$ cat config.mk
export PLATFORM = sky130hd
export DESIGN_NAME = snes_pad
export DESIGN_NICKNAME = d
export VERILOG_FILES = /design/src/rtl/snes_pad.sv
export SDC_FILE = /design/constraint.sdc
export NUM_CORES = 1
export LEC_CHECK = 0
export ABC_AREA = 0
export ABC_CLOCK_PERIOD_IN_PS = 3050
export BUFFER_PORTS_ARGS = -buffer_cell sky130_fd_sc_hd__buf_2
export CELL_PAD_IN_SITES_DETAIL_PLACEMENT = 1
export CELL_PAD_IN_SITES_GLOBAL_PLACEMENT = 1
export CORE_ASPECT_RATIO = 1.2
export CORE_MARGIN = 2
export CORE_UTILIZATION = 42
export CTS_BUF_LIST = sky130_fd_sc_hd__clkbuf_16
export DETAILED_ROUTE_END_ITERATION = 12
export PLACE_DENSITY_LB_ADDON = 0.1
export SYNTH_ARGS = -nofsm -noshare
export SYNTH_HDL_FRONTEND = slang
export SYNTH_SLANG_ARGS = --single-unit
$ cat constraint.sdc
create_clock -name clk -period 3.05 [get_ports clk]
set_input_delay 0.61 -clock clk [delete_from_list [all_inputs] [get_ports clk]]
set_output_delay 0.61 -clock clk [all_outputs]
set_load 0.02 [all_outputs]
$ cat src/rtl/snes_pad.sv
// SNES controller emulator: snapshots a 12-button vector on the host latch
// strobe and shifts it out active-low, one bit per host data_pulse rising edge.
module snes_pad #(
    parameter int SYNC_STAGES = 2
) (
    input  logic        clk,
    input  logic        rst,
    input  logic        data_latch,
    input  logic        data_pulse,
    input  logic [11:0] buttons,
    output logic        data_out,
    output logic        frame_done
);

    logic [SYNC_STAGES-1:0] lat_sync_reg;
    logic [SYNC_STAGES-1:0] pul_sync_reg;
    logic                   pul_prev_reg;

    logic [15:0] sreg_reg, sreg_next;
    logic [4:0]  cnt_reg, cnt_next;
    logic        frame_done_reg, frame_done_next;

    logic lat_s;
    logic pul_s;
    logic pul_rise;

    genvar gi;
    generate
        for (gi = 0; gi < SYNC_STAGES; gi++) begin : g_sync
            if (gi == 0) begin : g_first
                always_ff @(posedge clk or posedge rst) begin
                    if (rst) begin
                        lat_sync_reg[gi] <= 1'b0;
                        pul_sync_reg[gi] <= 1'b1;
                    end else begin
                        lat_sync_reg[gi] <= data_latch;
                        pul_sync_reg[gi] <= data_pulse;
                    end
                end
            end else begin : g_rest
                always_ff @(posedge clk or posedge rst) begin
                    if (rst) begin
                        lat_sync_reg[gi] <= 1'b0;
                        pul_sync_reg[gi] <= 1'b1;
                    end else begin
                        lat_sync_reg[gi] <= lat_sync_reg[gi-1];
                        pul_sync_reg[gi] <= pul_sync_reg[gi-1];
                    end
                end
            end
        end
    endgenerate

    assign lat_s    = lat_sync_reg[SYNC_STAGES-1];
    assign pul_s    = pul_sync_reg[SYNC_STAGES-1];
    assign pul_rise = pul_s & ~pul_prev_reg;

    // Load wins over shift; the counter saturates so frame_done fires once.
    always_comb begin
        sreg_next       = sreg_reg;
        cnt_next        = cnt_reg;
        frame_done_next = 1'b0;
        if (lat_s) begin
            sreg_next = {4'b1111, ~buttons};
            cnt_next  = 5'd0;
        end else if (pul_rise) begin
            sreg_next = {1'b0, sreg_reg[15:1]};
            if (cnt_reg < 5'd16) begin
                cnt_next = cnt_reg + 5'd1;
            end
            frame_done_next = (cnt_reg == 5'd15);
        end
    end

    always_ff @(posedge clk or posedge rst) begin
        if (rst) begin
            pul_prev_reg   <= 1'b1;
            sreg_reg       <= 16'hFFFF;
            cnt_reg        <= 5'd0;
            frame_done_reg <= 1'b0;
        end else begin
            pul_prev_reg   <= pul_s;
            sreg_reg       <= sreg_next;
            cnt_reg        <= cnt_next;
            frame_done_reg <= frame_done_next;
        end
    end

    assign data_out   = sreg_reg[0];
    assign frame_done = frame_done_reg;

endmodule

Yosys cells after proc, flatten, opt, wreduce, memory -nomap -nowiden
Index checks and enable logic that the tools add are counted.
{"block": "totals", "inputBits": 16, "reg_bits": 27, "output_inout_bits": 2, "elab_cells": 24}
{"block": "op_classes", "mux": 7, "eq_ne": 1, "order_cmp": 1, "reduce_logical": 3, "bitwise": 3, "add_sub_neg": 1}
{"operator": "2-to-1 mux 16 bit", "count": 2}
{"operator": "2-to-1 mux 5 bit", "count": 3}
{"operator": "inverter 12 bit", "count": 1}
{"operator": "adder 5 x 1 -> 5 bit, second input constant", "count": 1}
{"operator": "== test 5 x 4 -> 1 bit, second input constant", "count": 1}
{"operator": "< comparator 5 bit, second input constant", "count": 1}
{"operator": "nonzero test 2 bit", "count": 2}
{"operator": "2-to-1 mux 1 bit", "count": 2}
{"operator": "AND reduction 2 bit", "count": 1}
{"operator": "bitwise AND 1 bit", "count": 1}
{"operator": "inverter 1 bit", "count": 1}

Longest topological paths before layout
{"block": "depth", "word_depth": 4, "mapped_depth": 5, "depth_no_buf": 5}

Least setup slack after synthesis
OpenSTA, ideal clock, no wires.
{"block": "synth_path", "kind": "register -> register", "start": "register cnt_reg[0]", "end": "register cnt_reg[4]", "period_less_slack_ps": 1324, "setup_time_ps": 73, "t_arrival_ps": 1252, "required_ps": 2977, "path_buffers": 0, "path_slack_ps": 1726, "path_stages_with_launch": 6, "cell_sequence": "dfrtp_1 > ha_1 > and3_1 > ha_1 > o21ai_0 > nor2b_1"}
{"block": "synth_between", "elab_chain_cells": 4, "elab_cells_between_ends": 7, "classes_between": "add/sub: 1; order compare: 1; mux: 3; reduce/logical: 2"}
{"element": "start, declared", "line": "20", "rtl": "logic [4:0] cnt_reg, cnt_next;"}
{"element": "start signal, assigned", "line": "84", "rtl": "cnt_reg <= cnt_next;"}
{"element": "adder 5 x 1 -> 5 bit", "line": "69", "rtl": "cnt_next = cnt_reg + 5'd1;"}
{"element": "2-to-1 mux 5 bit", "line": "68", "rtl": "if (cnt_reg < 5'd16) begin"}
{"element": "2-to-1 mux 5 bit", "line": "66", "rtl": "end else if (pul_rise) begin"}
{"element": "2-to-1 mux 5 bit", "line": "63", "rtl": "if (lat_s) begin"}
Parallel ways exist; a longest one is shown, timed or not. The select of a mux whose other input is x is not followed.
A chain may end at the register's enable or synchronous reset.

Worst setup path in the final report
{"block": "layout_path", "start": "register sreg_reg[0]", "end": "output port data_out"}
{"element": "start, declared", "line": "19", "rtl": "logic [15:0] sreg_reg, sreg_next;"}
{"element": "start signal, assigned", "line": "83", "rtl": "sreg_reg <= sreg_next;"}
{"element": "end, declared", "line": "11", "rtl": "output logic data_out,"}
No word-level cell between the ends.

==> load_flow_metrics.sql <==
INSERT INTO impl_metrics (metric_group, metric, value, unit) VALUES
('finish', 'layout-drive-gt1-share', '39.6', '%'),
('logic_synthesis', 'ys_warn_count', '0', ''),
('pwr', 'power_report.internal_total', '619', 'uW'),
('setup_path', 'cp_slowest_cell', 'dfstp_2', ''),
('cts', 'clock_tree.root_cell', 'clkbuf_16', ''),
('floorplan', 'floorplan.die.height', '62.0', 'um'),
('cts', 'cts.repair.resized', '0', ''),
('global_route', 'gr-usage-all-layers', '15.5', '%'),
('timing', 'finalSetupTns', '0', 'ns'),
('logic_synthesis', 'post_synth_mux_area_share', '20.4', '%'),
('timing', 'timing.fmax', '645', 'MHz'),
('placement', 'finalWeightedCongestion', '0.607', ''),
('logic_synthesis', 'synthDistinctLibCells', '24', ''),
('setup_path', 'cp_cell_sequence', 'buf_2', ''),
('placement', 'dp_cells', '136', ''),
('global_route', 'maximum_number_of_pins_on_one_net_before_global_route_repair', '23', ''),
('setup_path', 'worstSetupPathType', 'flip-flop to output port', ''),
('pwr', 'pwr-share-seq', '53.8', '%'),
('setup_path', 'arrival', '0.94', 'ns'),
('floorplan', 'die_area', '0.00324', 'mm^2'),
('logic_synthesis', 'synth.area.top_cells', 'dfstp_2 (42%), mux2i_1 (20%), dfrtp_1 (17%), nand2_1 (2.2%), ha_1 (2.1%)', ''),
('hold_path', 'worstHoldPathType', 'flip-flop to flip-flop', ''),
('setup_path', 'timing.critical_path.max_delay_family', 'flip-flops', ''),
('logic_synthesis', 'synth_xor_area_share', '1.49', '%'),
('finish', 'commonest_non_fill_non_tap_cells_in_the_layout', 'mux2i_1 (24), dfstp_2 (19), buf_2 (17)', ''),
('floorplan', 'num_io_pins', '18', ''),
('timing', 'timing.final.hold_violations', '0', ''),
('logic_synthesis', 'dominant_combinational_cell_family_by_area_after_synthesis', 'multiplexers', ''),
('setup_path', 'worst-path-max-fanout', '2', ''),
('pwr', 'leakage_power', '0.000647', 'uW'),
('cts', 'tritoncts', 'yes', ''),
('timing', 'setup_repair_after_global_routing_missed_its_margin', 'no', ''),
('route', 'top_signal_layer_used', 'met4', ''),
('cts', 'cts_num_sinks', '27', ''),
('setup_path', 'worst_r2r_startpoint', 'pul_s$_DFF_PP1_', ''),
('route', 'dr_wl_met2', '1050', 'um'),
('logic_synthesis', 'synth.top_cell.area_share', '42.4', '%'),
('finish', 'final_common_cell', 'mux2i_1', ''),
('floorplan', 'core.rowCount', '21', ''),
('cts', 'cts.clk_slew.worst_paths', '0.06', 'ns'),
('route', 'firstDrtPassIters', '3', ''),
('finish', 'final_cell_count_no_fill', '140', ''),
('timing', 'period_needed', '1.55', 'ns'),
('route', 'vias_per_cell', '5.11', ''),
('logic_synthesis', 'synth.cell_area', '0.00118', 'mm^2'),
('timing', 'layout_worst_path_cycle_share', '50.8', '%'),
('placement', 'port_buffers', '17', ''),
('global_route', 'grt-ovfl-total', '0', ''),
('finish', 'areaGrowthSynthToFinish', '16.4', '%'),
('cts', 'postCtsSetupBuffers', '0', ''),
('timing', 'drv_slew', '0', ''),
('timing', 'timing.slew.headroom', '37.7', '%'),
('run_status', 'outcome', 'completed', ''),
('setup_path', 'worstSetupPathDepth', '1', ''),
('pwr', 'comb_power_share', '9.1', '%'),
('cts', 'cts_htree_levels', '1', ''),
('setup_path', 'critPathLaunch', 'sreg_reg[0]$_DFFE_PP1P_', ''),
('timing', 'timing_worst_slew_pin_value', '0.934', 'ns'),
('logic_synthesis', 'fraction_of_the_yosys_area_taken_by_sequential_cells', '59.5', '%'),
('setup_path', 'timing.reg2reg.worst_path_depth', '3', ''),
('finish', 'nNetsFinal', '125', ''),
('setup_path', 'worst-endpoint-required', '2.44', 'ns'),
('logic_synthesis', 'synth_simple_gate_area_share', '11.1', '%'),
('route', 'final_routed_wirelength_across_all_metal_layers', '2070', 'um'),
('pwr', 'clockPowerShare', '37.2', '%'),
('cts', 'cts_made_buffers', '3', ''),
('logic_synthesis', 'synth.largest_area_cell', 'dfstp_2', ''),
('logic_synthesis', 'synth_adder_area_share', '2.13', '%'),
('setup_path', 'endpoint', 'data_out', ''),
('route', 'route.antenna.remaining_nets', '0', ''),
('logic_synthesis', 'syn_inst', '88', '');
==> stage by stage <==
| stage | util [%] | cell area, um^2 | power [uW] | setup WS, ns |
|---|---|---|---|---|
| 4_1_cts | 50.1 | 1370 | 811 | 1.49 |
| 3_5_place_dp | 47.2 | 1290 | 508 | 1.53 |
| 2_1_floorplan | - | 1180 | 481 | 1.73 |
| 5_1_grt | 50.1 | 1370 | 833 | 1.41 |
| 3_3_place_gp | 47.2 | 1290 | 503 | 1.57 |
| 6_report | 50.1 | 1370 | 795 | 1.50 |
==> synthesized netlist by cell type <==
master and instances:
a21oi_1 2, inv_1 2, dfrtp_1 8, nand3b_1 3, nand2b_4 1, o31ai_1 1
and3_1 1, dfstp_2 19, and4bb_2 1, buf_4 1, nor3b_1 2, a21o_1 1
nor2_1 2, buf_2 2, nand2_1 7, clkbuf_1 1, mux2i_1 24, ha_1 2
and2b_1 1, or4_1 1, o21ai_0 2, nand3_1 1, nor2b_1 1, xnor2_1 2
==> worst min path at each step <==
stage | startpoint | endpoint | cells after the start
final | lat_sync_reg[0]$_DFF_PP0_ | lat_s$_DFF_PP0_ | 0
after floorplan | lat_sync_reg[0]$_DFF_PP0_ | lat_s$_DFF_PP0_ | 0
after CTS | lat_sync_reg[0]$_DFF_PP0_ | lat_s$_DFF_PP0_ | 0
after global routing | lat_sync_reg[0]$_DFF_PP0_ | lat_s$_DFF_PP0_ | 0
after detailed placement | lat_sync_reg[0]$_DFF_PP0_ | lat_s$_DFF_PP0_ | 0
after global placement | lat_sync_reg[0]$_DFF_PP0_ | lat_s$_DFF_PP0_ | 0
==> cell type report <==
type,instances,area (um^2)
Clock buffer,3,75.1
Clock inverter,1,3.75
Fill cell,289,1360
Inverter,2,7.51
Multi-Input combinational cell,55,448
Sequential cell,27,699
Tap cell,34,42.5
Timing Repair Buffer,18,92.6
==> layer usage <==
layer  vias to the layer above  track usage, %
li1                        339               -
met2                        10            26.3
met1                       362            18.6
met5                         -               0
met3                         5            2.87
met4                         0            8.79
==> power by group through the flow <==
stage,Sequential (uW),Clock [uW],Combinational (uW)
after global placement,432,0,70.8
final,427,295,72.1
after global routing,432,319,82.1
after CTS,428,308,74.7
after floorplan,425,0,55.9
after detailed placement,434,0,74.3
==> logic make-up (layout without fill, tap and decap cells) <==
family,count (synthesis),in the layout
DFF,27,27
adders and majority gates,2,2
xor gates and xnor gates,2,2
and+or+nand+nor,21,21
muxes,24,24
buffers and inverters,6,24
AOI/OAI and AO/OA,6,6
(Power assumes the default switching activity.)
